===== config.mk =====
export PLATFORM = sky130hd
export DESIGN_NAME = uart_tx_fifo_flat
export DESIGN_NICKNAME = d
export VERILOG_FILES = /design/src/rtl/uart_pkg.sv /design/src/rtl/uart_tx_fifo_if.sv /design/src/rtl/sync_fifo.sv /design/src/rtl/uart_tx_fifo.sv /design/src/flat_wrapper.sv
export SDC_FILE = /design/constraint.sdc
export NUM_CORES = 1
export LEC_CHECK = 0
export BUFFER_PORTS_ARGS = -buffer_cell sky130_fd_sc_hd__buf_2
export CORE_MARGIN = 4
export CORE_UTILIZATION = 40
export CTS_CLUSTER_SIZE = 28
export DETAILED_ROUTE_END_ITERATION = 8
export PLACE_DENSITY = 0.54
export SLEW_MARGIN = 20
export SYNTH_ARGS = -nofsm -noshare
export SYNTH_HDL_FRONTEND = slang
export SYNTH_HIERARCHICAL = 1
export SYNTH_SLANG_ARGS = --single-unit

===== constraint.sdc =====
create_clock -name clock -period 3.71 [get_ports clock]
set_input_delay 0.742 -clock clock [delete_from_list [all_inputs] [get_ports clock]]
set_output_delay 0.742 -clock clock [all_outputs]
set_load 0.01 [all_outputs]

===== src/rtl/uart_pkg.sv =====
// rtl/uart_pkg.sv - shared state type and frame-format helpers for the UART TX path
package uart_pkg;

   typedef enum logic [2:0] {IDLE, START, DATA, PARITY, STOP} tx_state_t;

   localparam logic [1:0] DB_5 = 2'b00;
   localparam logic [1:0] DB_6 = 2'b01;
   localparam logic [1:0] DB_7 = 2'b10;
   localparam logic [1:0] DB_8 = 2'b11;

   function automatic logic [3:0] nbits(input logic [1:0] data_bits);
      return 4'd5 + {2'b00, data_bits};
   endfunction

   function automatic logic [7:0] data_mask(input logic [1:0] data_bits);
      logic [7:0] m;
      case (data_bits)
         DB_5:    m = 8'h1F;
         DB_6:    m = 8'h3F;
         DB_7:    m = 8'h7F;
         DB_8:    m = 8'hFF;
         default: m = 8'hFF;
      endcase
      return m;
   endfunction

endpackage


===== src/rtl/uart_tx_fifo_if.sv =====
// rtl/uart_tx_fifo_if.sv - bus-side push, configuration and status bundle of the UART TX engine
interface uart_tx_fifo_if #(
   parameter int FIFO_DEPTH = 16,
   parameter int DIV_W      = 16
);
   localparam int LVL_W = $clog2(FIFO_DEPTH) + 1;

   logic             wr_en;
   logic [7:0]       wr_data;
   logic [DIV_W-1:0] divisor;
   logic [1:0]       data_bits;
   logic             parity_en;
   logic             parity_odd;
   logic             two_stop;
   logic             tx_en;
   logic [1:0]       irq_en;
   logic [1:0]       irq_clr;

   logic             busy;
   logic             full;
   logic [LVL_W-1:0] level;
   logic             done_flag;
   logic             ovf_flag;
   logic             interrupt;

   modport master (
      output wr_en, wr_data, divisor, data_bits, parity_en, parity_odd,
             two_stop, tx_en, irq_en, irq_clr,
      input  busy, full, level, done_flag, ovf_flag, interrupt
   );

   modport slave (
      input  wr_en, wr_data, divisor, data_bits, parity_en, parity_odd,
             two_stop, tx_en, irq_en, irq_clr,
      output busy, full, level, done_flag, ovf_flag, interrupt
   );

endinterface


===== src/rtl/sync_fifo.sv =====
// rtl/sync_fifo.sv - single-clock FIFO with occupancy count; shared by the TX and RX paths
module sync_fifo #(
   parameter int WIDTH = 8,
   parameter int DEPTH = 16
) (
   input  logic                     clock,
   input  logic                     nRst,
   input  logic                     push,
   input  logic [WIDTH-1:0]         push_data,
   input  logic                     pop,
   output logic [WIDTH-1:0]         pop_data,
   output logic                     full,
   output logic                     empty,
   output logic [$clog2(DEPTH):0]   level
);
   localparam int AW = $clog2(DEPTH);
   localparam int LW = AW + 1;

   logic [WIDTH-1:0] mem [DEPTH];
   logic [AW-1:0]    wr_ptr;
   logic [AW-1:0]    rd_ptr;
   logic [LW-1:0]    count;
   logic             push_ok;
   logic             pop_ok;

   assign push_ok = push & ~full;
   assign pop_ok  = pop & ~empty;

   // Depth is a power of two, so the pointers wrap by natural overflow.
   always_ff @(posedge clock or negedge nRst) begin
      if (!nRst) begin
         wr_ptr <= '0;
         rd_ptr <= '0;
         count  <= '0;
      end else begin
         if (push_ok) wr_ptr <= wr_ptr + 1'b1;
         if (pop_ok)  rd_ptr <= rd_ptr + 1'b1;
         case ({push_ok, pop_ok})
            2'b10:   count <= count + 1'b1;
            2'b01:   count <= count - 1'b1;
            default: count <= count;
         endcase
      end
   end

   always_ff @(posedge clock) begin
      if (push_ok) mem[wr_ptr] <= push_data;
   end

   assign pop_data = mem[rd_ptr];
   assign full     = (count == LW'(DEPTH));
   assign empty    = (count == '0);
   assign level    = count;

endmodule


===== src/rtl/uart_tx_fifo.sv =====
// rtl/uart_tx_fifo.sv - buffered UART transmitter with runtime baud divisor and frame format
module uart_tx_fifo
   import uart_pkg::*;
#(
   parameter int FIFO_DEPTH = 16,
   parameter int DIV_W      = 16
) (
   input  logic          clock,
   input  logic          nRst,
   uart_tx_fifo_if.slave bus,
   output logic          TX
);
   localparam int LVL_W = $clog2(FIFO_DEPTH) + 1;

   tx_state_t        state, state_n;
   logic [DIV_W-1:0] cnt, cnt_n;
   logic [DIV_W-1:0] div_q, div_n;
   logic [7:0]       shift, shift_n;
   logic [2:0]       bit_idx, bit_idx_n;
   logic [3:0]       nbits_q, nbits_n;
   logic             par_en_q, par_en_n;
   logic             par_bit_q, par_bit_n;
   logic             two_stop_q, two_stop_n;
   logic             stop_idx, stop_idx_n;
   logic             done_q, ovf_q;

   logic             pop;
   logic             bit_tick;
   logic             push_ok;
   logic             done_set;
   logic             ovf_set;
   logic [7:0]       fifo_head;
   logic             fifo_full;
   logic             fifo_empty;
   logic [LVL_W-1:0] fifo_level;

   sync_fifo #(.WIDTH(8), .DEPTH(FIFO_DEPTH)) u_fifo (
      .clock     (clock),
      .nRst      (nRst),
      .push      (bus.wr_en),
      .push_data (bus.wr_data),
      .pop       (pop),
      .pop_data  (fifo_head),
      .full      (fifo_full),
      .empty     (fifo_empty),
      .level     (fifo_level)
   );

   assign bit_tick = (cnt == div_q);
   assign push_ok  = bus.wr_en & ~fifo_full;
   assign ovf_set  = bus.wr_en & fifo_full;
   assign done_set = (state == STOP) && (state_n == IDLE) && fifo_empty && !push_ok;

   always_ff @(posedge clock or negedge nRst) begin
      if (!nRst) begin
         state      <= IDLE;
         cnt        <= '0;
         div_q      <= '0;
         shift      <= '0;
         bit_idx    <= '0;
         nbits_q    <= 4'd8;
         par_en_q   <= 1'b0;
         par_bit_q  <= 1'b0;
         two_stop_q <= 1'b0;
         stop_idx   <= 1'b0;
      end else begin
         state      <= state_n;
         cnt        <= cnt_n;
         div_q      <= div_n;
         shift      <= shift_n;
         bit_idx    <= bit_idx_n;
         nbits_q    <= nbits_n;
         par_en_q   <= par_en_n;
         par_bit_q  <= par_bit_n;
         two_stop_q <= two_stop_n;
         stop_idx   <= stop_idx_n;
      end
   end

   // The whole frame format is captured at pop so bus-side changes only hit the next frame.
   always_comb begin
      state_n    = state;
      cnt_n      = bit_tick ? '0 : cnt + 1'b1;
      div_n      = div_q;
      shift_n    = shift;
      bit_idx_n  = bit_idx;
      nbits_n    = nbits_q;
      par_en_n   = par_en_q;
      par_bit_n  = par_bit_q;
      two_stop_n = two_stop_q;
      stop_idx_n = stop_idx;
      pop        = 1'b0;
      TX         = 1'b1;
      case (state)
         IDLE: begin
            cnt_n = '0;
            if (bus.tx_en && !fifo_empty) begin
               pop        = 1'b1;
               shift_n    = fifo_head;
               div_n      = bus.divisor;
               nbits_n    = nbits(bus.data_bits);
               par_en_n   = bus.parity_en;
               par_bit_n  = (^(fifo_head & data_mask(bus.data_bits))) ^ bus.parity_odd;
               two_stop_n = bus.two_stop;
               state_n    = START;
            end
         end
         START: begin
            TX = 1'b0;
            if (bit_tick) begin
               bit_idx_n = '0;
               state_n   = DATA;
            end
         end
         DATA: begin
            TX = shift[0];
            if (bit_tick) begin
               shift_n = {1'b0, shift[7:1]};
               if ({1'b0, bit_idx} == nbits_q - 4'd1) begin
                  stop_idx_n = 1'b0;
                  state_n    = par_en_q ? PARITY : STOP;
               end else begin
                  bit_idx_n = bit_idx + 3'd1;
               end
            end
         end
         PARITY: begin
            TX = par_bit_q;
            if (bit_tick) begin
               stop_idx_n = 1'b0;
               state_n    = STOP;
            end
         end
         STOP: begin
            if (bit_tick) begin
               if (two_stop_q && !stop_idx) stop_idx_n = 1'b1;
               else                         state_n    = IDLE;
            end
         end
         default: state_n = IDLE;
      endcase
   end

   // Sticky flags: a set in the same cycle as a clear wins.
   always_ff @(posedge clock or negedge nRst) begin
      if (!nRst) begin
         done_q <= 1'b0;
         ovf_q  <= 1'b0;
      end else begin
         if (done_set)            done_q <= 1'b1;
         else if (bus.irq_clr[0]) done_q <= 1'b0;
         if (ovf_set)             ovf_q  <= 1'b1;
         else if (bus.irq_clr[1]) ovf_q  <= 1'b0;
      end
   end

   assign bus.busy      = (state != IDLE);
   assign bus.full      = fifo_full;
   assign bus.level     = fifo_level;
   assign bus.done_flag = done_q;
   assign bus.ovf_flag  = ovf_q;
   assign bus.interrupt = (done_q & bus.irq_en[0]) | (ovf_q & bus.irq_en[1]);

endmodule


===== src/flat_wrapper.sv =====
// flat-port wrapper written by rule: the top's interface ports become plain ports
module uart_tx_fifo_flat import uart_pkg::*;
#(
   parameter int FIFO_DEPTH = 16,
   parameter int DIV_W      = 16
)
  (clock, nRst, TX, bus_wr_en, bus_wr_data, bus_divisor, bus_data_bits, bus_parity_en, bus_parity_odd, bus_two_stop, bus_tx_en, bus_irq_en, bus_irq_clr, bus_busy, bus_full, bus_level, bus_done_flag, bus_ovf_flag, bus_interrupt);
  uart_tx_fifo_if #(.FIFO_DEPTH(FIFO_DEPTH), .DIV_W(DIV_W)) bus_i ();
  input  logic clock;
  input  logic nRst;
  output logic TX;
  input wire logic [$bits(bus_i.wr_en)-1:0] bus_wr_en;
  input wire logic [$bits(bus_i.wr_data)-1:0] bus_wr_data;
  input wire logic [$bits(bus_i.divisor)-1:0] bus_divisor;
  input wire logic [$bits(bus_i.data_bits)-1:0] bus_data_bits;
  input wire logic [$bits(bus_i.parity_en)-1:0] bus_parity_en;
  input wire logic [$bits(bus_i.parity_odd)-1:0] bus_parity_odd;
  input wire logic [$bits(bus_i.two_stop)-1:0] bus_two_stop;
  input wire logic [$bits(bus_i.tx_en)-1:0] bus_tx_en;
  input wire logic [$bits(bus_i.irq_en)-1:0] bus_irq_en;
  input wire logic [$bits(bus_i.irq_clr)-1:0] bus_irq_clr;
  output wire logic [$bits(bus_i.busy)-1:0] bus_busy;
  output wire logic [$bits(bus_i.full)-1:0] bus_full;
  output wire logic [$bits(bus_i.level)-1:0] bus_level;
  output wire logic [$bits(bus_i.done_flag)-1:0] bus_done_flag;
  output wire logic [$bits(bus_i.ovf_flag)-1:0] bus_ovf_flag;
  output wire logic [$bits(bus_i.interrupt)-1:0] bus_interrupt;
  assign bus_i.wr_en = bus_wr_en;
  assign bus_i.wr_data = bus_wr_data;
  assign bus_i.divisor = bus_divisor;
  assign bus_i.data_bits = bus_data_bits;
  assign bus_i.parity_en = bus_parity_en;
  assign bus_i.parity_odd = bus_parity_odd;
  assign bus_i.two_stop = bus_two_stop;
  assign bus_i.tx_en = bus_tx_en;
  assign bus_i.irq_en = bus_irq_en;
  assign bus_i.irq_clr = bus_irq_clr;
  assign bus_busy = bus_i.busy;
  assign bus_full = bus_i.full;
  assign bus_level = bus_i.level;
  assign bus_done_flag = bus_i.done_flag;
  assign bus_ovf_flag = bus_i.ovf_flag;
  assign bus_interrupt = bus_i.interrupt;
  uart_tx_fifo #(.FIFO_DEPTH(FIFO_DEPTH), .DIV_W(DIV_W)) u_core (.clock(clock), .nRst(nRst), .bus(bus_i), .TX(TX));
endmodule

==> qor.yml <==
final_layout:
  fillers: 1849
  final_cell_mix: "edfxtp_1 (128), nand2_1 (85), dfrtp_1 (67)"
  diodes: 0
  final_common_cell: "edfxtp_1"
  layout-drive-gt1-share_pct: 19.48
  fin_nets: 738
  syn_to_final_growth_pct: 12.54
  layout.cells.non_filler: 973
synth:
  synthFlopType: "edfxtp_1"
  synth-async-reset-ratio_pct: 35.03
  synth_cells: 631
  synth_edf_count: 128
  yosys_warnings: 6
  syn-num-nets: 684
  ys_seq_elements: 197
  syn_area_um2: 8672
  ys_seq_area_share_pct: 64.25
  synth_cell_type_count: 57
  avgSynthCellArea_um2: 13.74
placed_design:
  dp_hpwl_um: 12430
  routabilityCongestion: 0.7729
  io_buffers: 47
  dp_slack_ns: 0.4341
  place_inst: 941
setup_path:
  cp_slowest_cell: "or3b_1"
  timing.rr.end: "u_core/u_fifo/level[4]$_DFFE_PN0P_"
  path_delay_family: "simple AND/OR/NAND/NOR gates"
  rr_startpoint: "u_core/state[0]$_DFF_PN0_"
  arrival_ns: 3.62
  critPathBufInv: 2
  path_cells: "or3_4 -> or3b_1 -> inv_6 -> nor2b_1 -> ha_1 -> inv_1 -> fa_1 -> nor2b_1 -> o21ai_0 -> nand3_1 -> or3b_1 -> xnor2_1"
  regToRegSetupSlack_ns: 0.41
  worstPathRequired_ns: 4.03
  critical_path.max_fanout: 8
  endpoint_kind: "flip-flop"
  start_kind: "flip-flop"
  critPathKind: "reg2reg"
  max_stage_delay_ns: 0.46
  rr_worst_depth: 12
clocking:
  htreeDepth: 4
  cts_resized: 0
  cts_root_buf: "clkbuf_16"
  cts_hold_buf: 0
  cts_setup_buffers: 0
  worst_skew_pair.late_latency_ns: 0.43
  clockBufferDepth: 2
  clock_sink_count: 197
  numCtsBuffers: 17
  cts_tree: "done"
  path_clk_slew_ns: 0.07
floorplanning:
  die_y_um: 155.2
  core-area_um2: 21150
  rows: 53
  io_pins: 48
  initial_core_util_pct: 40.99
  fp.dieArea_um2: 24100
  die_w_um: 155.2
global_route:
  grt_pass1_vias: 5158
  grt_max_degree: 40
  grt_pass1_wl_um: 29030
  overflow: 0
  track_usage_pct: 15.77
  antenna_found_initial: 0
timing:
  fin_crit_sh_pct: 88.94
  worstMarginPinSlew_ns: 0.8500
  hold_viol: 0
  fin_crit_ns: 3.300
  hold_slack_ns: 0.3345
  fmax_mhz: 303.1
  final_max_slew_viol_count: 0
  postLayoutSetupSlackWorst_ns: 0.4102
  fin_tns_setup_ns: 0
  rsz0062_at_grt: "false"
  setup_viol: 0
  skew_ns: 0.008838
  max_slew_margin_pct: 43.12
detailed_routing:
  routed.top_layer: "met4"
  wirelength_um: 18280
  num_vias: 5076
  drc: 0
  post_drt_wl_per_cell_um: 18.78
  drt_iter0_markers: 336
  dr.pass1.iters: 6
  wl_met3_um: 783
  drt-met1-wl_um: 8306
  ant_nets: 0
  routed-wl-met2_um: 8962
  vias_per_cell: 5.217
power_and_ir_drop:
  p_leak_nw: 3.822
  power-per-cell-area_nw_per_um2: 725.6
  irDropWorstVdd_v: 0.0003139
  power_mw: 7.082
outcome:
  status: "finished clean"
run:
  drv_cap: 0
min_path:
  hold_path.class: "in2async"
-- how the worst max path moves through the flow --
| stage | start | to | slack, ns | depth (start not counted) |
|---|---|---|---|---|
| floorplan | u_core/state[0]$_DFF_PN0_ | u_core/u_fifo/level[4]$_DFFE_PN0P_ | 0.26 | 16 |
| global placement | u_core/state[0]$_DFF_PN0_ | u_core/u_fifo/level[4]$_DFFE_PN0P_ | 0.44 | 12 |
| detailed placement | u_core/state[0]$_DFF_PN0_ | u_core/u_fifo/level[4]$_DFFE_PN0P_ | 0.43 | 12 |
| CTS | u_core/state[0]$_DFF_PN0_ | u_core/u_fifo/level[4]$_DFFE_PN0P_ | 0.43 | 12 |
| global route | u_core/state[0]$_DFF_PN0_ | u_core/u_fifo/level[4]$_DFFE_PN0P_ | 0.18 | 12 |
| finish | u_core/state[0]$_DFF_PN0_ | u_core/u_fifo/level[4]$_DFFE_PN0P_ | 0.41 | 12 |
-- sequential cells by signal (all words and copies together), names as in the netlist, 4 cells and up --
register,flops
u_core/u_fifo/rd_ptr,4
u_core/shift,8
u_core/u_fifo/wr_ptr,4
u_core/nbits_q,4
u_core/div_q,16
u_core/u_fifo/mem,128
u_core/cnt,16
u_core/u_fifo/level,5
-- synth_stat cells (all sizes together), types with 2 or more instances --
cell / instances / area share (%)
inv: 21 / 0.97
nand4: 4 / 0.29
or2: 2 / 0.14
o21ai: 29 / 1.7
mux2: 9 / 1.2
clkbuf: 8 / 0.35
dfrtp: 68 / 20
nand3: 11 / 0.63
ha: 15 / 2.2
o221a: 7 / 0.91
o211ai: 2 / 0.17
mux2i: 26 / 3.0
and3: 3 / 0.22
nand2: 86 / 3.8
mux4: 16 / 4.2
a21oi: 13 / 0.75
nor2: 35 / 1.5
nor3b: 2 / 0.17
and2: 4 / 0.29
a22oi: 8 / 0.69
xor2: 29 / 2.9
nor2b: 8 / 0.58
buf: 20 / 2.1
nand2b: 14 / 1.0
edfxtp: 128 / 44
nor4: 6 / 0.50
xnor2: 22 / 2.2
or3b: 2 / 0.20
o22ai: 2 / 0.14
nor3: 6 / 0.35
a221oi: 8 / 0.81
-- cells by family (layout without fill, tap and decap cells) --
logic type	Yosys count	in the layout	synth area share [%]
simple gates	187	187	10.09
xor+xnor	51	51	5.151
buf+inv	49	116	3.463
fa+ha+maj	16	16	2.395
mux	51	51	8.368
flops	197	197	64.25
compound gates	80	80	6.291
-- through the flow --
| step | utilization (%) | area (um^2) |
|---|---|---|
| after global placement | 43.34 | 9169 |
| after detailed placement | 43.34 | 9169 |
| final | 46.13 | 9759 |
| after global routing | 46.13 | 9759 |
| after floorplan | - | 8672 |
| after CTS | 46.13 | 9759 |
-- per-layer routing --
metal / global-route usage, % / up-vias
met5: 0 / -
met2: 25.93 / 110
li1: - / 2387
met3: 3.533 / 16
met1: 21.48 / 2563
met4: 3.918 / 0
-- final cells by class --
| type | count | area [um^2] | area share, % |
|---|---|---|---|
| flip-flops and latches | 197 | 5573 | 57.10 |
| multi-input cells | 385 | 2800 | 28.69 |
| clock buffers | 17 | 425.4 | 4.359 |
| repair buffers | 63 | 367.9 | 3.769 |
| well taps | 275 | 344.1 | 3.526 |
| clock inverters | 15 | 165.2 | 1.692 |
| inverters | 21 | 83.83 | 0.8590 |
-- worst reg2reg max path, cell delays in order (launching register included) --
cell     delay, ns
dfrtp_1       0.45
or3_4         0.43
or3b_1        0.46
inv_6         0.08
nor2b_1       0.19
ha_1          0.28
inv_1         0.11
fa_1          0.41
nor2b_1       0.11
o21ai_0       0.10
nand3_1       0.09
or3b_1        0.35
xnor2_1       0.13
-- power breakdown --
part	switching, mW	internal (mW)	leakage, nW
Sequential	0.365	2.77	2.02
Combinational	1.13	1.01	1.52
Clock	0.855	0.957	0.286
Power figures use the tool's default switching activity.
